[src/rtl/uart_link_ctl.sv]
// rtl/uart_link_ctl.sv - round-robin UART transmit scheduler with parity-error retransmission
module uart_link_ctl #(
    parameter int NREQ       = 4,
    parameter int size       = 32,
    parameter int MAX_RETRY  = 3,
    parameter int ACK_WIN    = 40,
    parameter int TX_TIMEOUT = 64
) (
    input  logic                 CLK_Baudin,
    input  logic                 RstCtl_n,
    input  logic [NREQ-1:0]      Req,
    input  logic [NREQ*size-1:0] ReqData,
    input  logic                 DoneTx,
    input  logic                 Flag_Rx,
    output logic [NREQ-1:0]      Grant,
    output logic [size-1:0]      TxData,
    output logic                 TxStart,
    output logic [NREQ-1:0]      Done,
    output logic [NREQ-1:0]      Fail,
    output logic                 Busy
);

    localparam int PW = $clog2(NREQ);
    localparam int RW = $clog2(MAX_RETRY + 1);
    localparam int WW = $clog2(ACK_WIN + 1);
    localparam int TW = $clog2(TX_TIMEOUT + 1);

    localparam logic [RW-1:0] RETRY_MAX = RW'(MAX_RETRY);
    localparam logic [WW-1:0] WIN_MAX   = WW'(ACK_WIN);
    localparam logic [TW-1:0] TMO_MAX   = TW'(TX_TIMEOUT);

    typedef enum logic [2:0] {
        S_IDLE     = 3'd0,
        S_ARB      = 3'd1,
        S_LOAD     = 3'd2,
        S_SEND     = 3'd3,
        S_WAIT_ACK = 3'd4,
        S_COMPLETE = 3'd5
    } state_t;

    state_t          state_q, state_d;
    logic [PW-1:0]   ptr_q, ptr_d;
    logic [PW-1:0]   owner_q, owner_d;
    logic [RW-1:0]   retry_cnt_q, retry_cnt_d;
    logic [WW-1:0]   win_cnt_q, win_cnt_d;
    logic [TW-1:0]   tmo_cnt_q, tmo_cnt_d;
    logic [NREQ-1:0] grant_q, grant_d;
    logic [size-1:0] txdata_q, txdata_d;
    logic            txstart_q, txstart_d;
    logic [NREQ-1:0] done_q, done_d;
    logic [NREQ-1:0] fail_q, fail_d;
    logic            busy_q, busy_d;

    logic            win_found;
    logic [PW-1:0]   win_idx;
    logic            attempt_err;

    function automatic logic [PW-1:0] rr_index(input logic [PW-1:0] base, input int off);
        int sum;
        sum = int'(base) + off;
        if (sum >= NREQ) sum = sum - NREQ;
        return sum[PW-1:0];
    endfunction

    // First requester at or above ptr, wrapping
    always_comb begin
        win_found = 1'b0;
        win_idx   = '0;
        for (int i = 0; i < NREQ; i++) begin
            if (!win_found && Req[rr_index(ptr_q, i)]) begin
                win_found = 1'b1;
                win_idx   = rr_index(ptr_q, i);
            end
        end
    end

    always_comb begin
        state_d     = state_q;
        ptr_d       = ptr_q;
        owner_d     = owner_q;
        retry_cnt_d = retry_cnt_q;
        win_cnt_d   = win_cnt_q;
        tmo_cnt_d   = tmo_cnt_q;
        grant_d     = grant_q;
        txdata_d    = txdata_q;
        txstart_d   = 1'b0;
        done_d      = '0;
        fail_d      = '0;
        attempt_err = 1'b0;

        case (state_q)
            S_IDLE: begin
                if (|Req) state_d = S_ARB;
            end
            S_ARB: begin
                if (win_found) begin
                    grant_d     = NREQ'(1) << win_idx;
                    owner_d     = win_idx;
                    ptr_d       = rr_index(win_idx, 1);
                    retry_cnt_d = '0;
                    state_d     = S_LOAD;
                end else begin
                    state_d = S_IDLE;
                end
            end
            S_LOAD: begin
                // Retries resend the word captured on the first attempt
                if (retry_cnt_q == '0) txdata_d = ReqData[int'(owner_q)*size +: size];
                txstart_d = 1'b1;
                tmo_cnt_d = '0;
                state_d   = S_SEND;
            end
            S_SEND: begin
                if (tmo_cnt_q != TMO_MAX) tmo_cnt_d = tmo_cnt_q + 1'b1;
                // A DoneTx level left over from the previous frame is ignored in the first SEND cycle
                if (DoneTx && (tmo_cnt_q != '0)) begin
                    win_cnt_d = '0;
                    state_d   = S_WAIT_ACK;
                end else if (tmo_cnt_d == TMO_MAX) begin
                    attempt_err = 1'b1;
                end
            end
            S_WAIT_ACK: begin
                if (win_cnt_q != WIN_MAX) win_cnt_d = win_cnt_q + 1'b1;
                if (Flag_Rx) begin
                    attempt_err = 1'b1;
                end else if (win_cnt_d == WIN_MAX) begin
                    done_d  = grant_q;
                    state_d = S_COMPLETE;
                end
            end
            S_COMPLETE: begin
                grant_d = '0;
                state_d = S_IDLE;
            end
            default: begin
                state_d = S_IDLE;
            end
        endcase

        if (attempt_err) begin
            if (retry_cnt_q < RETRY_MAX) begin
                retry_cnt_d = retry_cnt_q + 1'b1;
                state_d     = S_LOAD;
            end else begin
                fail_d  = grant_q;
                state_d = S_COMPLETE;
            end
        end

        busy_d = (state_d != S_IDLE);
    end

    always_ff @(posedge CLK_Baudin) begin
        if (!RstCtl_n) begin
            state_q     <= S_IDLE;
            ptr_q       <= '0;
            owner_q     <= '0;
            retry_cnt_q <= '0;
            win_cnt_q   <= '0;
            tmo_cnt_q   <= '0;
            grant_q     <= '0;
            txdata_q    <= '0;
            txstart_q   <= 1'b0;
            done_q      <= '0;
            fail_q      <= '0;
            busy_q      <= 1'b0;
        end else begin
            state_q     <= state_d;
            ptr_q       <= ptr_d;
            owner_q     <= owner_d;
            retry_cnt_q <= retry_cnt_d;
            win_cnt_q   <= win_cnt_d;
            tmo_cnt_q   <= tmo_cnt_d;
            grant_q     <= grant_d;
            txdata_q    <= txdata_d;
            txstart_q   <= txstart_d;
            done_q      <= done_d;
            fail_q      <= fail_d;
            busy_q      <= busy_d;
        end
    end

    assign Grant   = grant_q;
    assign TxData  = txdata_q;
    assign TxStart = txstart_q;
    assign Done    = done_q;
    assign Fail    = fail_q;
    assign Busy    = busy_q;

endmodule

[config.mk]
export PLATFORM = sky130hd
export DESIGN_NAME = uart_link_ctl
export DESIGN_NICKNAME = d
export VERILOG_FILES = /design/src/rtl/uart_link_ctl.sv
export SDC_FILE = /design/constraint.sdc
export NUM_CORES = 1
export LEC_CHECK = 0
export CORE_AREA = 2 2 99 101
export DETAILED_ROUTE_END_ITERATION = 8
export DIE_AREA = 0 0 101 103
export GPL_TIMING_DRIVEN = 1
export MAX_ROUTING_LAYER = met4
export PLACE_DENSITY = 0.81
export SYNTH_ARGS = -nofsm -noshare
export SYNTH_HDL_FRONTEND = slang
export SYNTH_SLANG_ARGS = --single-unit
[constraint.sdc]
create_clock -name CLK_Baudin -period 3.3 [get_ports CLK_Baudin]
set_clock_uncertainty 0.15 [all_clocks]
set_input_delay 0.99 -clock CLK_Baudin [delete_from_list [all_inputs] [get_ports CLK_Baudin]]
set_output_delay 0.99 -clock CLK_Baudin [all_outputs]
set_load 0.01 [all_outputs]
==> flow_metrics.tcl, run 1 <==
set metrics [dict create \
    synth_top_area_frac 0.354 \
    clock_latency_ps 340 \
    critPathRequiredTime_ps 3440 \
    grt_pass1_wl_um 17700 \
    synth_top_flop_cell "dfxtp_1" \
    syn_avg_cell_area_um2 9.36 \
    setup_tns_ps 0 \
    synth_top_family_by_area "simple AND/OR/NAND/NOR gates" \
    power.density_nw_per_um2 367 \
    drt_iter0_drc 96 \
    grt-ovfl-total 0 \
    syn-num-nets 557 \
    grt_usage 0.225 \
    synthXorXnorAreaFrac 0.0137 \
    ioPinCount 182 \
    criticalPathCategory "in -> reg" \
    period_needed_ps 2830 \
    max-vdd-ir-drop_uv 215 \
    setup_ws_ps 467 \
    portBuffers 181 \
    finalNetCount 728 \
    finalSetupViolations 0 \
    postCtsSetupBuffers 0 \
    maxCapViolations 0 \
    start_kind "primary input" \
    antenna_cells 0 \
    synth-compound-area-share 0.150 \
    r2r_slack_ps 610 \
    yosysTopAreaCell "dfxtp_1" \
    fillers 784 \
    final_common_cell "clkdlybuf4s50_1" \
    synthTopCellsByArea "dfxtp_1 35%, mux4_2 19%, nand2_1 8.7%" \
    htree_num_levels 3 \
    ys_types 46 \
    dr.pass1.iters 5 \
    start_util 0.407 \
    mostFrequentLayoutCells "180 x clkdlybuf4s50_1, 89 x nand2_1, 67 x dfxtp_1, 39 x a21boi_0, 32 x mux4_2" \
    postRouteAntennaNets 0 \
    crit_fanout 10 \
    drive_gt1_frac 0.104 \
    wirelength_um 11100 \
    min_path_type "reg -> reg" \
    cts_tree "built" \
    cts_resized 0 \
    synthToLayoutAreaGrowth_pct 55.0 \
    clkSinkCount 68 \
    pre_cts_slack_ps 188 \
    synth_seq_cells 68 \
    rsz0062_at_grt "no" \
    die_width_um 101 \
    fin_crit_sh 0.858 \
    wl_per_cell_um 15.9 \
    synthMuxAreaShare 0.201 \
    yosysWarnings 0 \
    vias 3700 \
    seq_area_frac_synth 0.354 \
    cp-end-kind "flop" \
    synth_fa_ha_area_frac 0.0325 \
    die-area_um2 10400 \
    grt_max_degree 37 \
    yosys.area_share.simple 0.212 \
    core_area_um2 9460 \
    syn_inst 411 \
    clk_pin_slew_worst_paths_ps 80 \
    gp_congestion 0.905 \
    finalHoldViolCount 0 \
    fp.dieH_um 103 \
    dp_hpwl_um 8850 \
    postSynth.asyncResetShare 0 \
    fmax_mhz 353 \
    crit_arrival_ps 2970 \
    synth_edf_count 0 \
    first_global_vias 3710 \
    syn_area_um2 3850 \
    cts_root_buf "clkbuf_8" \
    worst_slew_pin_slew_ps 1070 \
    drv_slew 0 \
    vias_per_cell 5.28 \
    cts_max_path_buffers 2 \
    remaining_drc_errors 0 \
    numCtsBuffers 9 \
    p_leak_nw 2.11 \
    status "finished, final reports clean" \
    antenna_found_initial 0 \
    relSlewSlack 0.285 \
    rows 36 \
    cts-hold-fix-buffers 0 \
]
## metal layers
layer | GRT usage | wire length (um)
met3 | 0.0515 | 567
met1 | 0.243 | 4280
met4 | 0.0717 | 172
met2 | 0.412 | 6120
met5 | - | 0
## path summary, 6_finish.rpt
path | startpoint | end | cells after the start
worst max-delay path | Req[0] | state_q[1] | 6
worst min-delay path | TxData[23] | TxData[23] | 2
worst max register to register | tmo_cnt_q[0] | Busy | 8
worst min register to register | TxData[23] | TxData[23] | 2
## worst max-delay path, cell delays in order
cell,delay [ps]
clkdlybuf4s50_1,550
nor4_1,110
nor3_1,810
nor2_1,110
a21oi_1,220
mux2_2,180
## cells in the mapped netlist (all sizes together), types with 3 or more instances
cell / instances
inv: 11
nor3: 4
ha: 10
a21oi: 13
mux4: 32
buf: 6
a31oi: 3
nand2: 89
dfxtp: 68
mux2i: 4
nand2b: 5
nor4: 3
nor2: 14
clkbuf: 20
and3: 8
a22oi: 4
o21ai: 17
nand3: 11
and2: 9
nor2b: 12
xnor2: 5
a21boi: 39
## layout make-up
class                   count  area, um^2  share of cell area
flip-flops and latches     68        1360               0.229
multi-input cells         306        2340               0.393
clock buffers              10         138              0.0231
well taps                 114         143              0.0239
inverters                  11        41.3             0.00693
repair buffers            186        1840               0.309
clock inverters             6        87.6              0.0147
## flip-flops by register name, indices dropped and copies added, names as in the netlist, 2 cells and up
name,cells
Done,4
Fail,4
Grant,4
TxData,32
owner_q,2
ptr_q,2
retry_cnt_q,2
state_q,3
tmo_cnt_q,7
win_cnt_q,6
## cells by family after synthesis
group           after synthesis
compound gates               84
mux                          37
xor+xnor                      6
buf+inv                      37
simple gates                169
flops                        68
fa+ha+maj                    10
## where the power goes
part | internal, W | switching [W] | total (W)
combinational | 0.000322 | 0.000199 | 0.000521
clock | 0.000444 | 0.000325 | 0.000770
sequential | 0.000863 | 0.0000336 | 0.000897
## per-stage QoR
stage	hold slack [ps]	area, um^2	total power, W	instances	utilization
after floorplan	312	3850	0.00115	411	-
after global placement	299	5740	0.00143	685	0.606
after detailed placement	307	5740	0.00144	685	0.606
after CTS	316	5960	0.00221	701	0.630
after global routing	336	5960	0.00229	701	0.630
final	315	5960	0.00219	701	0.630
Note: power is estimated with default switching activity, not from simulation.
==> run 2, diff against run 1 <==
==> config.mk (replaced) <==
export PLATFORM = sky130hd
export DESIGN_NAME = uart_link_ctl
export DESIGN_NICKNAME = d
export VERILOG_FILES = /design/src/rtl/uart_link_ctl.sv
export SDC_FILE = /design/constraint.sdc
export NUM_CORES = 1
export LEC_CHECK = 0
export CORE_AREA = 2 2 128 130
export DETAILED_ROUTE_END_ITERATION = 8
export DIE_AREA = 0 0 130 132
export GPL_TIMING_DRIVEN = 1
export MAX_ROUTING_LAYER = met4
export SYNTH_ARGS = -nofsm -noshare
export SYNTH_HDL_FRONTEND = slang
export SYNTH_SLANG_ARGS = --single-unit
export TNS_END_PERCENT = 1
==> run 2 against run 1 <==
Against the previous run:
- global-route usage shrank 8.3 points
- sequential share of layout area shrank 0.79 points
- hold slack lost 5.5 ps
- first-iteration DRC count grew 8.3%
- cell count grew 15%
==> flow_metrics.tcl, run 2 (same netlist as run 1, synthesis figures left out) <==
set metrics [dict create \
    final_cell_count_no_fill 806 \
    max-vdd-ir-drop_uv 218 \
    r2r_slack_ps 640 \
    crit_fanout 6 \
    drv_slew 0 \
    htree_num_levels 3 \
    worst_slew_pin_slew_ps 784 \
    finalNetCount 731 \
    gp_congestion 0.813 \
    finalHoldViolCount 0 \
    clkSinkCount 68 \
    first_global_vias 3849 \
    start_util 0.245 \
    ioPinCount 182 \
    wl_per_cell_um 14.1 \
    fin_crit_sh 0.816 \
    grt_pass1_wl_um 18700 \
    cp-startpoint "Req[0]" \
    portBuffers 181 \
    mostFrequentLayoutCells "180 x clkdlybuf4s50_1, 89 x nand2_1, 67 x dfxtp_1, 39 x a21boi_0, 32 x mux4_2" \
    vias 3672 \
    remaining_drc_errors 0 \
    period_needed_ps 2690 \
    dp.cells 790 \
    cts_root_buf "clkbuf_16" \
    grt-ovfl-total 0 \
    relSlewSlack 0.472 \
    power.density_nw_per_um2 379 \
    min_path_type "reg -> reg" \
    crit_arrival_ps 2760 \
    antenna_cells 0 \
    holdWs_ps 309 \
    postCtsSetupBuffers 0 \
    rr_endpoint "Busy" \
    criticalPathCategory "in -> reg" \
    core_area_um2 15700 \
    rsz0062_at_grt "no" \
    vias_per_cell 4.56 \
    maxCapViolations 0 \
    largest_reg_flops 32 \
    crit_path_end "Busy" \
    dp_hpwl_um 9010 \
    die-area_um2 17200 \
    cts_tree "built" \
    cts_max_path_buffers 2 \
    critPathRequiredTime_ps 3370 \
    dr.pass1.iters 4 \
    cts-hold-fix-buffers 0 \
    wirelength_um 11400 \
    finalSetupViolations 0 \
    rows 46 \
    drive_gt1_frac 0.108 \
    die_width_um 130 \
    clk_pin_slew_worst_paths_ps 60 \
    numCtsBuffers 9 \
    fp.dieH_um 132 \
    setup_tns_ps 0 \
    r2r_cells 8 \
    postRouteAntennaNets 0 \
    grt_max_degree 36 \
    p_leak_nw 2.15 \
    cts_resized 0 \
    clock_latency_ps 330 \
    antenna_found_initial 0 \
    drt_iter0_drc 104 \
    cp-end-kind "flop" \
    final_common_cell "clkdlybuf4s50_1" \
    synthToLayoutAreaGrowth_pct 60.5 \
    start_kind "primary input" \
    setup_ws_ps 606 \
    fmax_mhz 371 \
    r2r-start "tmo_cnt_q[0]" \
    status "finished, final reports clean" \
    pre_cts_slack_ps 284 \
    grt_usage 0.142 \
]
==> run 2: worst min path at each step <==
| stage | start | endpoint | slack (ps) | depth (start not counted) |
|---|---|---|---|---|
| floorplan | win_cnt_q[5] | win_cnt_q[5] | 310 | 1 |
| global placement | TxData[26] | TxData[26] | 300 | 2 |
| detailed placement | TxData[21] | TxData[21] | 300 | 2 |
| CTS | TxData[21] | TxData[21] | 310 | 2 |
| global route | TxData[21] | TxData[21] | 330 | 2 |
| finish | TxData[21] | TxData[21] | 310 | 2 |
==> run 2: final cells by class <==
cell class | count | area [um^2]
clock buffers | 11 | 253
clock inverters | 5 | 36.3
fillers | 1550 | 9540
inverters | 11 | 41.3
multi-input cells | 306 | 2340
flip-flops and latches | 68 | 1360
well taps | 216 | 270
repair buffers | 189 | 1870
==> run 2: routing by layer <==
metal / global-route usage / vias to the layer above / wire length, um
li1: - / 1808 / -
met1: 0.163 / 1695 / 4810
met2: 0.238 / 148 / 5670
met3: 0.0280 / 21 / 638
met4: 0.0651 / 0 / 269
met5: - / - / 0
==> run 2: through the flow <==
stage                     total power [W]  instance area (um^2)   util
after floorplan                   0.00115                  3850      -
after global placement            0.00144                  5890  0.375
after detailed placement          0.00145                  5890  0.375
after CTS                         0.00239                  6170  0.393
after global routing              0.00248                  6170  0.393
final                             0.00234                  6170  0.393
==> run 2: critical path: stages <==
cell and delay (ps):
clkdlybuf4s50_1 490, or4_1 620, o21ai_0 180, a311oi_1 110
or3b_1 380
==> run 2: power by group <==
group	leakage [nW]	total, W	internal, W	switching (W)
sequential	0.552	0.000905	0.000865	0.0000404
clock	0.134	0.000916	0.000549	0.000367
combinational	1.47	0.000519	0.000326	0.000192
